--- src/rtl/alu_pkg.sv ---
// Shared ALU operation codes, RV32I opcodes, immediate formats and the
// ID/EX control bundle used by the decode stage and the execute-stage ALU.
package alu_pkg;

    localparam logic [4:0] ALU_ADD  = 5'd0;
    localparam logic [4:0] ALU_SLL  = 5'd1;
    localparam logic [4:0] ALU_SRA  = 5'd2;
    localparam logic [4:0] ALU_SUB  = 5'd3;
    localparam logic [4:0] ALU_XOR  = 5'd4;
    localparam logic [4:0] ALU_LINK = 5'd5;
    localparam logic [4:0] ALU_LUI  = 5'd6;
    localparam logic [4:0] ALU_BGE  = 5'd7;
    localparam logic [4:0] ALU_BNE  = 5'd8;
    localparam logic [4:0] ALU_OR   = 5'd9;
    localparam logic [4:0] ALU_AND  = 5'd10;
    localparam logic [4:0] ALU_SRL  = 5'd11;
    localparam logic [4:0] ALU_SLT  = 5'd12;
    localparam logic [4:0] ALU_SLTU = 5'd13;
    localparam logic [4:0] ALU_BEQ  = 5'd14;
    localparam logic [4:0] ALU_BLT  = 5'd15;
    localparam logic [4:0] ALU_BLTU = 5'd16;
    localparam logic [4:0] ALU_BGEU = 5'd17;

    localparam logic [6:0] OPC_OP_IMM = 7'b0010011;
    localparam logic [6:0] OPC_OP     = 7'b0110011;
    localparam logic [6:0] OPC_LUI    = 7'b0110111;
    localparam logic [6:0] OPC_AUIPC  = 7'b0010111;
    localparam logic [6:0] OPC_JAL    = 7'b1101111;
    localparam logic [6:0] OPC_JALR   = 7'b1100111;
    localparam logic [6:0] OPC_BRANCH = 7'b1100011;
    localparam logic [6:0] OPC_LOAD   = 7'b0000011;
    localparam logic [6:0] OPC_STORE  = 7'b0100011;

    localparam logic [6:0] F7_BASE = 7'b0000000;
    localparam logic [6:0] F7_ALT  = 7'b0100000;

    typedef enum logic [2:0] {
        IMM_NONE, IMM_I, IMM_SHAMT, IMM_S, IMM_B, IMM_U, IMM_J
    } imm_type_e;

    typedef struct packed {
        logic [4:0] alu_ctrl;
        logic       op1_sel;
        logic       op2_sel;
        logic       reg_write;
        logic       mem_read;
        logic       mem_write;
        logic       branch;
        logic       jump;
        logic       jalr;
        logic       illegal;
    } ctrl_t;

    // Integer ALU code shared by OP and OP-IMM; alt selects SUB/SRA.
    function automatic logic [4:0] arith_code(input logic [2:0] funct3, input logic alt);
        case (funct3)
            3'b000:  arith_code = alt ? ALU_SUB : ALU_ADD;
            3'b001:  arith_code = ALU_SLL;
            3'b010:  arith_code = ALU_SLT;
            3'b011:  arith_code = ALU_SLTU;
            3'b100:  arith_code = ALU_XOR;
            3'b101:  arith_code = alt ? ALU_SRA : ALU_SRL;
            3'b110:  arith_code = ALU_OR;
            default: arith_code = ALU_AND;
        endcase
    endfunction

    function automatic ctrl_t kill_enables(input ctrl_t c);
        ctrl_t r;
        r           = c;
        r.reg_write = 1'b0;
        r.mem_read  = 1'b0;
        r.mem_write = 1'b0;
        r.branch    = 1'b0;
        r.jump      = 1'b0;
        r.jalr      = 1'b0;
        r.illegal   = 1'b0;
        return r;
    endfunction

endpackage

--- src/rtl/imm_gen.sv ---
// Immediate generator: extracts and sign-extends the immediate of an RV32I
// instruction word for the format chosen by the decoder.
module imm_gen
    import alu_pkg::*;
(
    input  logic [31:0] instr_i,
    input  logic [2:0]  imm_type_i,
    output logic [31:0] imm_o
);

    always_comb begin
        case (imm_type_e'(imm_type_i))
            IMM_I:     imm_o = {{20{instr_i[31]}}, instr_i[31:20]};
            IMM_SHAMT: imm_o = {27'd0, instr_i[24:20]};
            IMM_S:     imm_o = {{20{instr_i[31]}}, instr_i[31:25], instr_i[11:7]};
            IMM_B:     imm_o = {{19{instr_i[31]}}, instr_i[31], instr_i[7],
                                instr_i[30:25], instr_i[11:8], 1'b0};
            IMM_U:     imm_o = {instr_i[31:12], 12'd0};
            IMM_J:     imm_o = {{11{instr_i[31]}}, instr_i[31], instr_i[19:12],
                                instr_i[20], instr_i[30:21], 1'b0};
            default:   imm_o = 32'd0;
        endcase
    end

endmodule

--- src/rtl/id_alu_decode.sv ---
// RV32I decode stage: turns an instruction word into ALU control, operand
// selects and immediates, and owns the ID/EX register with stall/flush.
module id_alu_decode
    import alu_pkg::*;
#(
    parameter int          XLEN     = 32,
    parameter logic [31:0] RESET_PC = 32'h0000_0000
) (
    input  logic            clk_i,
    input  logic            rst_i,
    input  logic [31:0]     instr_i,
    input  logic [XLEN-1:0] pc_i,
    input  logic            instr_valid_i,
    output logic            ready_o,
    input  logic            stall_i,
    input  logic            flush_i,
    output logic            valid_o,
    output logic [4:0]      alu_ctrl_o,
    output logic            op1_sel_o,
    output logic            op2_sel_o,
    output logic [XLEN-1:0] imm_o,
    output logic [XLEN-1:0] pc_o,
    output logic [4:0]      rs1_o,
    output logic [4:0]      rs2_o,
    output logic [4:0]      rd_o,
    output logic            reg_write_o,
    output logic            mem_read_o,
    output logic            mem_write_o,
    output logic [2:0]      mem_funct3_o,
    output logic            branch_o,
    output logic            jump_o,
    output logic            jalr_o,
    output logic            illegal_o
);

    logic [6:0] opcode, funct7;
    logic [2:0] funct3;
    assign opcode = instr_i[6:0];
    assign funct3 = instr_i[14:12];
    assign funct7 = instr_i[31:25];

    ctrl_t      ctrl_d, ctrl_q;
    imm_type_e  imm_type;
    logic [2:0] mem_funct3_d, mem_funct3_q;
    logic [XLEN-1:0] imm_d, imm_q, pc_q;
    logic [4:0] rs1_q, rs2_q, rd_q;
    logic       valid_q, illegal, accept;

    // NOTE: every combinational output gets a default first so no path leaves it unassigned (no latch).
    always_comb begin
        ctrl_d       = '0;
        imm_type     = IMM_NONE;
        mem_funct3_d = 3'd0;
        illegal      = 1'b0;
        case (opcode)
            OPC_OP_IMM: begin
                ctrl_d.op2_sel   = 1'b1;
                ctrl_d.reg_write = 1'b1;
                imm_type         = IMM_I;
                ctrl_d.alu_ctrl  = arith_code(funct3, funct7 == F7_ALT);
                if (funct3 == 3'b001 || funct3 == 3'b101) begin
                    imm_type = IMM_SHAMT;
                    illegal  = !(funct7 == F7_BASE || (funct3 == 3'b101 && funct7 == F7_ALT));
                end else begin
                    ctrl_d.alu_ctrl = arith_code(funct3, 1'b0);
                end
            end
            OPC_OP: begin
                ctrl_d.reg_write = 1'b1;
                ctrl_d.alu_ctrl  = arith_code(funct3, funct7 == F7_ALT);
                illegal = !(funct7 == F7_BASE ||
                            (funct7 == F7_ALT && (funct3 == 3'b000 || funct3 == 3'b101)));
            end
            OPC_LUI: begin
                ctrl_d.alu_ctrl  = ALU_LUI;
                ctrl_d.op2_sel   = 1'b1;
                ctrl_d.reg_write = 1'b1;
                imm_type         = IMM_U;
            end
            OPC_AUIPC: begin
                ctrl_d.op1_sel   = 1'b1;
                ctrl_d.op2_sel   = 1'b1;
                ctrl_d.reg_write = 1'b1;
                imm_type         = IMM_U;
            end
            OPC_JAL: begin
                ctrl_d.alu_ctrl  = ALU_LINK;
                ctrl_d.op1_sel   = 1'b1;
                ctrl_d.reg_write = 1'b1;
                ctrl_d.jump      = 1'b1;
                imm_type         = IMM_J;
            end
            OPC_JALR: begin
                ctrl_d.alu_ctrl  = ALU_LINK;
                ctrl_d.op1_sel   = 1'b1;
                ctrl_d.reg_write = 1'b1;
                ctrl_d.jump      = 1'b1;
                ctrl_d.jalr      = 1'b1;
                imm_type         = IMM_I;
                illegal          = funct3 != 3'b000;
            end
            OPC_BRANCH: begin
                ctrl_d.branch = 1'b1;
                imm_type      = IMM_B;
                case (funct3)
                    3'b000:  ctrl_d.alu_ctrl = ALU_BEQ;
                    3'b001:  ctrl_d.alu_ctrl = ALU_BNE;
                    3'b100:  ctrl_d.alu_ctrl = ALU_BLT;
                    3'b101:  ctrl_d.alu_ctrl = ALU_BGE;
                    3'b110:  ctrl_d.alu_ctrl = ALU_BLTU;
                    3'b111:  ctrl_d.alu_ctrl = ALU_BGEU;
                    default: illegal = 1'b1;
                endcase
            end
            OPC_LOAD: begin
                ctrl_d.op2_sel   = 1'b1;
                ctrl_d.reg_write = 1'b1;
                ctrl_d.mem_read  = 1'b1;
                mem_funct3_d     = funct3;
                imm_type         = IMM_I;
                illegal          = funct3 == 3'b011 || funct3 == 3'b110 || funct3 == 3'b111;
            end
            OPC_STORE: begin
                ctrl_d.op2_sel   = 1'b1;
                ctrl_d.mem_write = 1'b1;
                mem_funct3_d     = funct3;
                imm_type         = IMM_S;
                illegal          = funct3[2] || funct3 == 3'b011;
            end
            default: illegal = 1'b1;
        endcase

        if (instr_i[11:7] == 5'd0)
            ctrl_d.reg_write = 1'b0;
        // Illegal encodings travel downstream as a trap marker with nothing else enabled.
        if (illegal) begin
            ctrl_d         = '0;
            ctrl_d.illegal = 1'b1;
            imm_type       = IMM_NONE;
            mem_funct3_d   = 3'd0;
        end
    end

    imm_gen u_imm_gen (
        .instr_i    (instr_i),
        .imm_type_i (imm_type),
        .imm_o      (imm_d)
    );

    assign ready_o = !valid_q || !stall_i;
    assign accept  = instr_valid_i && ready_o;

    // NOTE: sequential state uses non-blocking assignments so all registers update together at the edge.
    always_ff @(posedge clk_i) begin
        if (rst_i) begin
            valid_q      <= 1'b0;
            ctrl_q       <= '0;
            imm_q        <= '0;
            pc_q         <= RESET_PC;
            rs1_q        <= 5'd0;
            rs2_q        <= 5'd0;
            rd_q         <= 5'd0;
            mem_funct3_q <= 3'd0;
        end else if (flush_i) begin
            valid_q <= 1'b0;
            ctrl_q  <= kill_enables(ctrl_q);
        end else if (!(stall_i && valid_q)) begin
            if (accept) begin
                valid_q      <= 1'b1;
                ctrl_q       <= ctrl_d;
                imm_q        <= imm_d;
                pc_q         <= pc_i;
                rs1_q        <= instr_i[19:15];
                rs2_q        <= instr_i[24:20];
                rd_q         <= instr_i[11:7];
                mem_funct3_q <= mem_funct3_d;
            end else begin
                valid_q <= 1'b0;
                ctrl_q  <= kill_enables(ctrl_q);
            end
        end
    end

    assign valid_o      = valid_q;
    assign alu_ctrl_o   = ctrl_q.alu_ctrl;
    assign op1_sel_o    = ctrl_q.op1_sel;
    assign op2_sel_o    = ctrl_q.op2_sel;
    assign reg_write_o  = ctrl_q.reg_write;
    assign mem_read_o   = ctrl_q.mem_read;
    assign mem_write_o  = ctrl_q.mem_write;
    assign branch_o     = ctrl_q.branch;
    assign jump_o       = ctrl_q.jump;
    assign jalr_o       = ctrl_q.jalr;
    assign illegal_o    = ctrl_q.illegal;
    assign imm_o        = imm_q;
    assign pc_o         = pc_q;
    assign rs1_o        = rs1_q;
    assign rs2_o        = rs2_q;
    assign rd_o         = rd_q;
    assign mem_funct3_o = mem_funct3_q;

endmodule

--- config.mk ---
export PLATFORM = sky130hd
export DESIGN_NAME = id_alu_decode
export DESIGN_NICKNAME = d
export VERILOG_FILES = /design/src/rtl/alu_pkg.sv /design/src/rtl/imm_gen.sv /design/src/rtl/id_alu_decode.sv
export SDC_FILE = /design/constraint.sdc
export NUM_CORES = 1
export LEC_CHECK = 0
export ABC_AREA = 1
export BUFFER_PORTS_ARGS = -buffer_cell sky130_fd_sc_hd__buf_2
export CORE_ASPECT_RATIO = 1.75
export CORE_MARGIN = 5
export CORE_UTILIZATION = 44
export DETAILED_ROUTE_END_ITERATION = 12
export GPL_TIMING_DRIVEN = 0
export PLACE_DENSITY = 0.76
export SYNTH_ARGS = -nofsm -noshare
export SYNTH_HDL_FRONTEND = slang
export SYNTH_SLANG_ARGS = --single-unit
--- constraint.sdc ---
create_clock -name clk_i -period 1.8 [get_ports clk_i]
set_input_delay 0.36 -clock clk_i [delete_from_list [all_inputs] [get_ports clk_i]]
set_output_delay 0.36 -clock clk_i [all_outputs]
set_load 0.01 [all_outputs]
# [Word level (Yosys, flattened, before mapping)]
# Index checks and enable logic that the tools add are counted.
[totals] output_inout_bits=98 inputBits=69 wordCells=101 regBits=97
[classes] n_eq_ne=23 mux=28 bitwise_logic=2 reduce_logical=31
[ops] op="$pmux W32 S6" count=1
[ops] op="$pmux W4 S7" count=2
[ops] op="$pmux W5 S6" count=1
[ops] op="$eq A7 B6 Y1 const B" count=4
[ops] op="$pmux W5 S5" count=1
[ops] op="$eq A3 B3 Y1 const B" count=7
[ops] op="$eq A7 B7 Y1 const B" count=3
[ops] op="$pmux W3 S6" count=1
[ops] op="$eq A7 B5 Y1 const B" count=2
[ops] op="$mux W14" count=1
[ops] op="$eq A3 B2 Y1 const B" count=4
[ops] op="$mux W1" count=12
[ops] op="$reduce_or A2 Y1" count=5
[ops] op="$mux W3" count=3
[ops] op="$logic_or A1 B1 Y1" count=8
[ops] op="$eq A7 B2 Y1 const B" count=1
[ops] op="$logic_not A7 Y1" count=1
[ops] op="$mux W7" count=1
[ops] op="$pmux W1 S7" count=1
[ops] op="$reduce_or A7 Y1" count=1
[ops] op="$eq A3 B1 Y1 const B" count=2
[ops] op="$reduce_or A3 Y1" count=2
[ops] op="$reduce_or A6 Y1" count=1
[ops] op="$logic_not A5 Y1" count=1
[ops] op="other kinds (10)" count=18

# [Longest topological paths before layout]
[logic_depth] word_depth=9 ltp_mapped=17 depth_no_buf=16

# [Hierarchy]
# From an unflattened synthesis, not the netlist that was laid out.
[hier_totals] cells_unflattened=654 hier_area_um2=4600.7
[by_module_without_submodules] module="id_alu_decode" area_per_inst_um2=4106.4 instances=1 seq_area_each_um2=1941.9 cells_per_inst=565
[by_module_without_submodules] module="imm_gen" area_per_inst_um2=494.2 instances=1 seq_area_each_um2=0.0 cells_per_inst=89

# [Least setup slack after synthesis]
# OpenSTA, ideal clock, no wires.
[synth_timing] path_type="input-to-reg" startpoint="in instr_i[1]" endpoint="reg imm_q[29] (netlist: imm_o[29])" path_slack_ps=-40 arrival_ps=1707 stages=14 setup_ps=132 path_buffers=2 required_ps=1668 cell_sequence="nand2_1 > nor2_2 > buf_4 > nand2_1 > nand2_1 > nor2_1 > nand2_1 > nand3_4 > inv_6 > o211ai_4 > buf_6 > nand3b_1 > nand2_1 > a21oi_1"
[synth_between] elab_chain_cells=6 word_cells_on_any_way=22 classes_between="eq/ne: 15; mux: 4; reduce/logical: 3"
[synth_rtl] element="from (decl)" line="id_alu_decode.sv:11" source="input logic [31:0] instr_i,"
[synth_rtl] element="$eq A7 B5 Y1, or another cell as far along" line="id_alu_decode.sv:55" source="case (opcode)"
[synth_rtl] element="$reduce_or A3 Y1 (no line) or $reduce_or A2 Y1 (tied branches)"
[synth_rtl] element="$pmux W1 S7 or $pmux W3 S6 (tied branches)" line="id_alu_decode.sv:55"
[synth_rtl] element="$mux W3 (*)" line="id_alu_decode.sv:136" source="if (illegal) begin"
[synth_rtl] element="$eq A3 B3 Y1, or another cell as far along" line="imm_gen.sv:12" source="case (imm_type_e'(imm_type_i))"
[synth_rtl] element="$pmux W32 S6 (*)" line="imm_gen.sv:12"
[synth_rtl] element="to (signal assigned)" line="id_alu_decode.sv:171" source="imm_q <= imm_d;"
[synth_rtl] element="to (decl)" line="id_alu_decode.sv:45" source="logic [XLEN-1:0] imm_d, imm_q, pc_q;"
# Mark *: on every way between the ends. The rest lies on a longest branch, timed or not.
# A chain may end at the register's enable or synchronous reset.

# [Final worst setup path]
[layout_timing] startpoint="in instr_i[12]" endpoint="reg imm_q[8] (netlist: imm_o[8])"
[layout_between] elab_chain_cells=9 word_cells_on_any_way=33 classes_between="eq/ne: 12; mux: 7; reduce/logical: 14"
[layout_rtl] element="$eq A3 B3 Y1 or $logic_not A3 Y1 (tied branches)"
[layout_rtl] element="$logic_and A1 B1 Y1 or $logic_or A1 B1 Y1 (tied branches)" line="id_alu_decode.sv:63, id_alu_decode.sv:72"
[layout_rtl] element="$logic_or A1 B1 Y1 or $logic_and A1 B1 Y1 (tied branches)" line="id_alu_decode.sv:63, id_alu_decode.sv:72"
[layout_rtl] element="$logic_not A1 Y1 or $logic_or A1 B1 Y1 (tied branches)" line="id_alu_decode.sv:63, id_alu_decode.sv:71"
[layout_rtl] element="$mux W1 or $logic_not A1 Y1 (tied branches)" line="id_alu_decode.sv:61, id_alu_decode.sv:71"
[layout_rtl] element="$pmux W1 S7" line="id_alu_decode.sv:55"
[layout_rtl] element="$mux W3 (*)" line="id_alu_decode.sv:136"
[layout_rtl] element="$eq A3 B3 Y1, or another cell as far along" line="imm_gen.sv:12"
[layout_rtl] element="$pmux W32 S6 (*)" line="imm_gen.sv:12"
# Marks and branches as above.

==> qor.txt <==
Synth Flop Type: dfxtp_1
Hold Path Class: in -> reg
compound-cell area share of the yosys netlist: 0.152
total iterations of the first detailed-routing run: 5
slowest CP cell: nand3b_4
main combinational cell family by area after synthesis: simple AND/OR/NAND/NOR gates
IO Count: 167
CTS tree: yes
vias in the first global route: 5,116
Slew @ Worst Pin: 0.586 ns
Worst Path Arrival: 2.04 ns
gpl congestion: 0.950
Synth Area in Simple Gates: 0.329
first-pass GRT wire length: 23.8 mm
P&R area growth vs syn: 45.0%
HPWL after DPL: 11.5 mm
mux cell area share after synthesis: 0
CTS Root Cell: clkbuf_16
crit path capture type: register
most used cell, CP: nand2_2
Clock Latency Late Sink: 0.35 ns
fin worst setup slack: 0.0443 ns
Total GRT Usage: 0.246
number of I/O port buffers: 163
Routed Antenna Nets: 0
initial antenna violation count: 1
max_cap viols: 0
worst path required time: 2.08 ns
largest net degree at the start of global routing: 19
critical path's top delay family: simple AND/OR/NAND/NOR gates
Hold Fails Final Rpt: 0
Buf/Inv on CP: 3
critical path type: in -> reg
total detailed-routing wirelength: 15.7 mm
Max Clk Rate: 0.570 GHz
Ant. Diodes: 0
core area: 9790 sq um
clk slew on worst S/H paths: 0.07 ns
Worst VDD drop: 0.668 mV
crit-path cells: clkbuf_4 > inv_2 > nand2_1 > nor2_2 > nand3_2 > nand2_2 > nand2_2 > nand2_4 > nand3_4 > buf_6 > a21oi_4 > nand3b_4 > nand3_1 > a21oi_2
Final Slew Violations: 0
Die Y-Extent: 142 um
drc violations: 0
grt ovf: 0
Clock Sinks: 97
crit path max fanout: 7
Post-Synthesis Cell Area: 4360 sq um
WL met1: 5.34 mm
detailed-route via count: 5,164
initial DRC count: 373
row count: 48
Largest stage delay, worst path: 0.23 ns
H-tree Lvls: 3
starting utilization of the core area: 0.445
post-synthesis sequential area ratio: 0.446
Synth Instances: 640
Adder-Cell Fraction of Synth Area: 0
Synth Area per Inst: 6.81 sq um
Top Metal Used: met5
total power draw: 5.03 mW
Die X-Extent: 85.2 um
metal3 WL: 1.28 mm
Min Clock Period, post-route: 1.76 ns
Yosys reg bits: 97
power per cell area: 797 nW/um^2
Yosys top cell by area: dfxtp_1
Synth Area in XOR/XNOR: 0
critical path startpoint category: primary input
Place WS: -0.633 ns
most frequent cells in the layout: buf_2, nand2_1, nor2_1
asr flop ratio synth: 0
crit share post-route: 0.975
skew final: 0.00485 ns
commonest non-fill, non-tap cell in the layout: buf_2
Layout Nets: 912
syn_nets: 709
Setup violations, final: 0
Syn. warnings: 0
die area: 12,100 sq um
outcome: finished, final reports clean
distinct cell type count after synthesis: 32
drt wl/cell: 16.2 um
P_leak: 3.18 nW
layout cells sized above 1: 0.354
vias per cell: 5.31
worst-case clock buffer depth: 2
slew margin rel.: 0.609
Post-synth EDFFs: 0
met2 WL: 8.17 mm
main area contributors after synthesis: dfxtp_1, nand2_1, nor2_1
total CTS buffers: 9
top-area cell type share of the netlist area: 0.446
==> tightest hold or removal path: stages <==
cell and delay [ns]:
buf_2 0.08, nor2_1 0.03, nor2_1 0.08
==> kinds of logic after synthesis <==
family                 Yosys count
and+or+nand+nor                343
DFF                             97
buffers and inverters           76
AOI/OAI and AO/OA              124
==> metal layers <==
| layer | vias up | global-route usage |
|---|---|---|
| met5 | - | 0 |
| met4 | 2 | 0.155 |
| met3 | 77 | 0.0709 |
| met2 | 259 | 0.455 |
| met1 | 2345 | 0.230 |
| li1 | 2481 | - |
==> cells in the mapped netlist (2+ instances only) <==
cell type,n
buf_4,3
o21ai_0,62
buf_1,3
nor3_1,2
nand2_1,158
nand4_1,5
buf_2,5
nor2_1,122
a21oi_1,53
nor2_2,2
inv_2,9
dfxtp_1,97
o221ai_1,2
clkbuf_1,24
nand2_2,4
clkinv_1,2
nand3b_1,11
inv_1,28
nand3_1,35
==> cell type report <==
cell class	count	area (sq um)
Timing Repair Buffer	191	1100
Fill cell	828	3470
Sequential cell	97	1940
Clock buffer	9	225
Buffer	36	190
Inverter	40	183
Tap cell	125	156
Multi-Input combinational cell	468	2410
Clock inverter	7	109
==> registers in the layout, summed over array words and instances, names as in the netlist <==
signal        cells
rs2_o             5
valid_o           1
mem_funct3_o      3
mem_read_o        1
alu_ctrl_o        5
mem_write_o       1
rs1_o             5
branch_o          1
illegal_o         1
op2_sel_o         1
op1_sel_o         1
rd_o              5
reg_write_o       1
jump_o            1
jalr_o            1
pc_o             32
imm_o            32
==> report_power, final <==
part	switching [mW]	internal (mW)
sequential	0.0356	2.22
combinational	0.387	0.233
clock	0.906	1.25
==> timing repair <==
| action | CTS | global route |
|---|---|---|
| hold endpoints to repair | 0 | 0 |
| pin swaps | 3 | 28 |
| hold buffers | 0 | 0 |
| setup endpoints to repair | 89 | 64 |
| setup buffers | 7 | 17 |
| cloned | 5 | 0 |
| gates resized for setup | 25 | 88 |
==> stage by stage <==
stage	util	TNS, ns	std cells	instance area [sq um]	hold WS (ns)
final	0.645	0	973	6320	0.227
after global placement	0.552	-38.92	928	5400	0.449
after global routing	0.645	-0.223	973	6320	0.237
after floorplan	-	-0.000646	640	4430	0.486
after CTS	0.603	-0.0151	956	5900	0.224
after detailed placement	0.552	-41.94	928	5400	0.455
==> final timing paths <==
| check | slack [ns] | cells past startpoint | start | end |
|---|---|---|---|---|
| setup / recovery | 0.04 | 14 | instr_i[12] | imm_o[8] |
| hold / removal | 0.23 | 3 | pc_i[7] | pc_o[7] |
| setup reg to reg | 0.12 | 8 | valid_o | pc_o[20] |
| hold reg to reg | 0.46 | 2 | imm_o[25] | imm_o[25] |
No activity file was read; power rests on OpenSTA's default activity.
